`src/rtl/gf239_mod_inverse_if.sv`:
```
// Operand/result handshake bundle for gf239_mod_inverse.
// Valid/ready rule, both directions: a transfer happens on a rising clock
// edge where valid and ready are both high. The producer keeps valid and
// data stable until that edge. Ready may rise or fall at any time.
interface gf239_mod_inverse_if;
   logic       in_valid;
   logic       in_ready;
   logic [7:0] din_a;
   logic       out_valid;
   logic       out_ready;
   logic [7:0] dout_r;
   logic       dout_err;

   // Operand producer and result consumer (testbench or upstream logic).
   modport master (
      output in_valid, din_a, out_ready,
      input  in_ready, out_valid, dout_r, dout_err
   );

   // The inverter itself.
   modport slave (
      input  in_valid, din_a, out_ready,
      output in_ready, out_valid, dout_r, dout_err
   );
endinterface

```
`src/rtl/gf239_mod_inverse.sv`:
```
// Sequential multiplicative inverse over GF(239) using Fermat's little
// theorem: a^-1 = a^237 mod 239. The exponent is processed MSB first with
// a fixed square-then-multiply schedule, so every exponent bit costs
// exactly two cycles. One Barrett reducer (mu = 274) is shared by both
// steps.
// Optional feature macro: GF239_INV_RANGE_CHECK_EN. When it is defined,
// dout_err flags operands that are 0 or >= 239.
module gf239_mod_inverse (
   input  logic                     clk,
   input  logic                     rst_n,
   gf239_mod_inverse_if.slave       io,
   output logic [1:0]               o_dbg_state
);

   typedef enum logic [1:0] {
      IDLE = 2'd0,
      SQR  = 2'd1,
      MUL  = 2'd2,
      DONE = 2'd3
   } state_t;

   // The exponent 237 = 8'b1110_1101 is p-2 for p = 239.
   localparam logic [7:0] EXP_E = 8'hED;
   localparam logic [7:0] MOD_P = 8'd239;

   state_t      r_state;
   logic [7:0]  r_base;
   logic [7:0]  r_acc;
   logic [2:0]  r_idx;
   logic        r_in_ready;
   logic        r_out_valid;
   logic [7:0]  r_dout_r;

   logic [7:0]  w_base_in;
   logic [7:0]  w_op_b;
   logic [15:0] w_prod;
   logic [23:0] w_qprod;
   logic [7:0]  w_q;
   logic [15:0] w_rem0;
   logic [15:0] w_rem1;
   logic [15:0] w_rem2;
   logic [7:0]  w_red;

   // Operand capture: din_a is at most 255, so one subtraction suffices.
   always_comb begin
      w_base_in = io.din_a;
      if (io.din_a >= MOD_P)
         w_base_in = io.din_a - MOD_P;
   end

   // Shared multiplier and Barrett reducer. For x < 57121 the quotient
   // estimate (x*274)>>16 undershoots the true quotient by at most 2, so
   // two conditional subtractions always land in 0..238.
   always_comb begin
      w_op_b = 8'd1;
      if (r_state == SQR)
         w_op_b = r_acc;
      else if (EXP_E[r_idx])
         w_op_b = r_base;
      w_prod  = {8'd0, r_acc} * {8'd0, w_op_b};
      w_qprod = {8'd0, w_prod} * 24'd274;
      w_q     = w_qprod[23:16];
      w_rem0  = w_prod - ({8'd0, w_q} * 16'd239);
      w_rem1  = (w_rem0 >= 16'd239) ? (w_rem0 - 16'd239) : w_rem0;
      w_rem2  = (w_rem1 >= 16'd239) ? (w_rem1 - 16'd239) : w_rem1;
      w_red   = w_rem2[7:0];
   end

`ifdef GF239_INV_RANGE_CHECK_EN
   logic r_err_cap;
   logic r_dout_err;

   // Range flag: latched at capture and published together with the result.
   always_ff @(posedge clk or negedge rst_n) begin
      if (!rst_n) begin
         r_err_cap  <= 1'b0;
         r_dout_err <= 1'b0;
      end else begin
         if (r_state == IDLE && io.in_valid && r_in_ready)
            r_err_cap <= (io.din_a == 8'd0) || (io.din_a >= MOD_P);
         if (r_state == MUL && r_idx == 3'd0)
            r_dout_err <= r_err_cap;
      end
   end

   assign io.dout_err = r_dout_err;
`else
   assign io.dout_err = 1'b0;
`endif

   // Main controller: capture, 8 x (square, multiply), then hold the result.
   always_ff @(posedge clk or negedge rst_n) begin
      if (!rst_n) begin
         r_state     <= IDLE;
         r_base      <= 8'd0;
         r_acc       <= 8'd0;
         r_idx       <= 3'd0;
         r_in_ready  <= 1'b0;
         r_out_valid <= 1'b0;
         r_dout_r    <= 8'd0;
      end else begin
         case (r_state)
            IDLE: begin
               r_in_ready <= 1'b1;
               if (io.in_valid && r_in_ready) begin
                  r_base     <= w_base_in;
                  r_acc      <= 8'd1;
                  r_idx      <= 3'd7;
                  r_in_ready <= 1'b0;
                  r_state    <= SQR;
               end
            end
            SQR: begin
               r_acc   <= w_red;
               r_state <= MUL;
            end
            MUL: begin
               r_acc <= w_red;
               if (r_idx == 3'd0) begin
                  r_dout_r    <= w_red;
                  r_out_valid <= 1'b1;
                  r_state     <= DONE;
               end else begin
                  r_idx   <= r_idx - 3'd1;
                  r_state <= SQR;
               end
            end
            DONE: begin
               if (io.out_ready) begin
                  r_out_valid <= 1'b0;
                  r_in_ready  <= 1'b1;
                  r_state     <= IDLE;
               end
            end
            default: r_state <= IDLE;
         endcase
      end
   end

   assign io.in_ready  = r_in_ready;
   assign io.out_valid = r_out_valid;
   assign io.dout_r    = r_dout_r;
   assign o_dbg_state  = r_state;

endmodule
```
`src/flat_wrapper.sv`:
```
// flat-port wrapper written by rule: the top's interface ports become plain ports
module gf239_mod_inverse_flat 
  (clk, rst_n, o_dbg_state, io_in_valid, io_din_a, io_out_ready, io_in_ready, io_out_valid, io_dout_r, io_dout_err);
  gf239_mod_inverse_if io_i ();
  input  logic clk;
  input  logic rst_n;
  output logic [1:0] o_dbg_state;
  input wire logic [$bits(io_i.in_valid)-1:0] io_in_valid;
  input wire logic [$bits(io_i.din_a)-1:0] io_din_a;
  input wire logic [$bits(io_i.out_ready)-1:0] io_out_ready;
  output wire logic [$bits(io_i.in_ready)-1:0] io_in_ready;
  output wire logic [$bits(io_i.out_valid)-1:0] io_out_valid;
  output wire logic [$bits(io_i.dout_r)-1:0] io_dout_r;
  output wire logic [$bits(io_i.dout_err)-1:0] io_dout_err;
  assign io_i.in_valid = io_in_valid;
  assign io_i.din_a = io_din_a;
  assign io_i.out_ready = io_out_ready;
  assign io_in_ready = io_i.in_ready;
  assign io_out_valid = io_i.out_valid;
  assign io_dout_r = io_i.dout_r;
  assign io_dout_err = io_i.dout_err;
  gf239_mod_inverse u_core (.clk(clk), .rst_n(rst_n), .io(io_i), .o_dbg_state(o_dbg_state));
endmodule
```
`config.mk`:
```
export PLATFORM = sky130hd
export DESIGN_NAME = gf239_mod_inverse_flat
export DESIGN_NICKNAME = d
export VERILOG_FILES = /design/src/rtl/gf239_mod_inverse_if.sv /design/src/rtl/gf239_mod_inverse.sv /design/src/flat_wrapper.sv
export SDC_FILE = /design/constraint.sdc
export NUM_CORES = 1
export LEC_CHECK = 0
export ABC_AREA = 1
export ABC_CLOCK_PERIOD_IN_PS = 28900
export BUFFER_PORTS_ARGS = -buffer_cell sky130_fd_sc_hd__buf_2
export CAP_MARGIN = 30
export CORE_AREA = 2 2 151 123
export CTS_BUF_LIST = sky130_fd_sc_hd__clkbuf_8
export DETAILED_ROUTE_END_ITERATION = 10
export DIE_AREA = 0 0 153 125
export PLACE_DENSITY = 0.7
export SLEW_MARGIN = 20
export SYNTH_ARGS = -nofsm -noshare
export SYNTH_HDL_FRONTEND = slang
export SYNTH_SLANG_ARGS = --single-unit
```
`constraint.sdc`:
```
create_clock -name clk -period 28.9 [get_ports clk]
set_input_delay 2.89 -clock clk [delete_from_list [all_inputs] [get_ports clk]]
set_output_delay 2.89 -clock clk [all_outputs]
set_load 0.01 [all_outputs]
```
==> flow_summary.toml <==
[outcome]
status = "finished, final reports clean"

[global_route]
grt_usage_pct = 19.4
grt_pass1_vias = 6476
grt_pass1_wl_um = 31100
grt-ovfl-total = 0
antenna_found_initial = 0
grt_max_degree = 32

[floorplan]
fp.coreArea_sq_um = 17800
start_util_pct = 45.9
io_pins = 25
dieHeight_um = 125
rows = 44
dieArea_sq_um = 19100
die_w_um = 153

[worst_setup_path]
cp_slowest_cell = "fa_1"
worst_setup_path_end_kind = "flip-flop"
critical_path_class = "reg2reg"
worst-endpoint-required_ps = 29100
cpMostUsedCell = "inv_1"
start_kind = "flip-flop"
max_stage_delay_ps = 550
reg2reg_from = "u_core.o_dbg_state[1]$_DFFE_PN0P_"
crit_start = "u_core.o_dbg_state[1]$_DFFE_PN0P_"
worstPathArrival_ps = 14350
critPathMaxFanout = 17

[synthesis]
synth_area_leader_cell = "ha_1"
synth_edf_count = 0
synthFlopType = "dfrtp_1"
yosys_register_bits = 31
synthCells = 1104
yosysWarnings = 0
synth_compound_area_share_pct = 9.09
synthAdderAreaFrac_pct = 39.4
netlist.area_leader.share_pct = 23.0
muxShareOfSynthArea_pct = 0
ys_seq_area_share_pct = 9.50
syn_area_sq_um = 8160
synth_top_family_by_area = "adder cells"
syn_avg_cell_area_sq_um = 7.39
async_reset_ff_share_pct = 100
synth_simple_gate_area_share_pct = 22.6
synth_xor_area_share_pct = 7.08
synth.top_cells.by_area = "ha_1, fa_1, inv_1, dfrtp_1, nand2_1"
synthesis.nets = 1333
ys_types = 56

[placed_design]
pre_cts_slack_ps = 14850
gp_congestion = 0.940
dpl.hpwl_um = 15400
io_buffers = 23

[sta]
finalCriticalPeriod_ps = 14150
maxSlewHeadroom_pct = 45.8
setup_violations = 0
worst_slew_pin_slew_ps = 813
clock_skew_ps = 5.94
finalMaxSlewViolations = 0
finalCritPeriodShare_pct = 49.0
fmax_mhz = 70.7
setup_ws_ps = 14750
rsz0062_at_grt = "false"
finalHoldViolCount = 0
tns_ps = 0

[finish]
nets = 1349
drive_gt1_share_pct = 7.58
final_core_util_pct = 48.4
area_growth_syn_to_layout_pct = 5.35
multi_input_area_sq_um = 6390
fill_cells = 1780
regArea_sq_um = 776
diodes = 0

[drt]
ant_nets = 0
via_per_inst = 5.03
post_drt_wl_per_cell_um = 12.9
drt_pass1_iterations = 10
drc = 0
drtIter0Drc = 483
routed_wl_um = 17500
num_vias = 6792

[worst_hold_path]
min_from = "u_core.io.dout_r[5]$_DFFE_PN0P_"
hold_path.class = "reg2reg"

[clocking]
htree_levels = 2
clock_latency_ps = 280
post_cts_resize_count = 0
cts_sinks = 31
holdBufCountCts = 0
postCtsSetupBuffers = 0
cts_root_buffer = "clkbuf_8"
cts_tree = "yes"
clockBufferDepth = 2
cts_buffers = 5
path_clk_slew_ps = 70

[flow_run]
max_cap_violations = 0
[through the flow]
stage | hold slack [ps] | instances | instance area, sq um
4_1_cts | 487 | 1351 | 8600
3_3_place_gp | 462 | 1343 | 8480
3_5_place_dp | 470 | 1343 | 8480
6_report | 481 | 1351 | 8600
5_1_grt | 513 | 1351 | 8600
2_1_floorplan | 450 | 1104 | 8160
[synth_stat cells (all sizes together), types with 2 or more instances]
| library cell | n |
|---|---|
| o2111ai | 3 |
| or2 | 7 |
| nor3 | 8 |
| and2 | 8 |
| nor2 | 101 |
| ha | 150 |
| xor2 | 43 |
| clkbuf | 8 |
| nand3b | 2 |
| o211ai | 2 |
| o21ai | 46 |
| nand3 | 67 |
| a31oi | 3 |
| nand2 | 215 |
| a21oi | 43 |
| o21bai | 8 |
| xnor2 | 17 |
| a21o | 4 |
| fa | 67 |
| buf | 6 |
| dfrtp | 31 |
| o31ai | 4 |
| inv | 242 |
| o22ai | 2 |
| nand4 | 7 |
[layout make-up]
type | count | share of cell area, %
clock buffer | 6 | 0.960
tap | 230 | 3.35
inverter | 243 | 10.6
sequential | 31 | 9.02
timing repair buffer | 23 | 1.34
multi-input combinational | 816 | 74.3
clock inverter | 2 | 0.407
[logic make-up (layout without fill, tap and decap cells)]
family	Yosys count	count (layout)
flops	31	31
xor+xnor	60	60
buf+inv	257	274
other cells	1	1
compound gates	122	122
fa+ha+maj	217	217
simple gates	416	416
[final timing paths]
path	to	slack, ps	cells after the start
hold reg to reg	u_core.io.dout_r[5]$_DFFE_PN0P_	480	2
setup reg to reg	u_core.r_acc[2]$_DFFE_PN0P_	14750	67
min in group asynchronous	u_core.r_base[4]$_DFFE_PN0P_	2640	1
max in group asynchronous	u_core.r_acc[7]$_DFFE_PN0P_	25800	1
hold / removal	u_core.io.dout_r[5]$_DFFE_PN0P_	480	2
setup / recovery	u_core.r_acc[2]$_DFFE_PN0P_	14750	67
[sequential cells by signal, indices dropped and copies added, names as in the netlist]
register and flops:
u_core.r_base 8, u_core.io.dout_r 8, u_core.io.out_valid 1, u_core.r_acc 8, u_core.o_dbg_state 2, u_core.io.in_ready 1, u_core.r_idx 3
[critical path: cells and delay by family, from the launching register on]
kind                     cells  cell delay (ps)
AO/OA/AOI/OAI               14             2520
XOR/XNOR                     2              680
adder cells (fa/ha/maj)     16             6420
buffers and inverters       14             1140
flip-flops                   1              420
AND/OR/NAND/NOR             21             2850
[cells in the final DEF (no fill, tap or decap), types with 3 or more instances in the layout]
cell	Yosys	layout
nand3_2	5	5
nand2_2	10	10
nor2_1	96	96
nand2_1	202	202
nand3_1	61	61
inv_1	237	237
a21oi_1	40	40
nor2_2	3	3
buf_2	1	23
xnor2_1	16	16
o21ai_2	3	3
and2_1	8	8
xor2_2	6	6
ha_1	150	150
fa_1	67	67
o21ai_1	10	10
o21bai_1	7	7
xor2_1	37	37
or2_2	5	5
nand2_4	3	3
inv_2	5	5
a21oi_2	3	3
dfrtp_1	31	31
nand4_1	6	6
o31ai_1	4	4
a31oi_1	3	3
o21ai_0	32	32
clkbuf_8	0	6
a21o_1	4	4
nor3_1	7	7
[metal layers]
layer | routed length [um] | GRT usage, % | vias to the layer above
met5 | 0 | 0 | -
met4 | 52 | 1.03 | 0
met3 | 921 | 1.94 | 7
met2 | 7400 | 28.9 | 144
met1 | 9120 | 31.5 | 3147
li1 | - | - | 3494
Power is not shown: default switching activity piles up to over one toggle a cycle in this logic, so the estimate is an artifact.
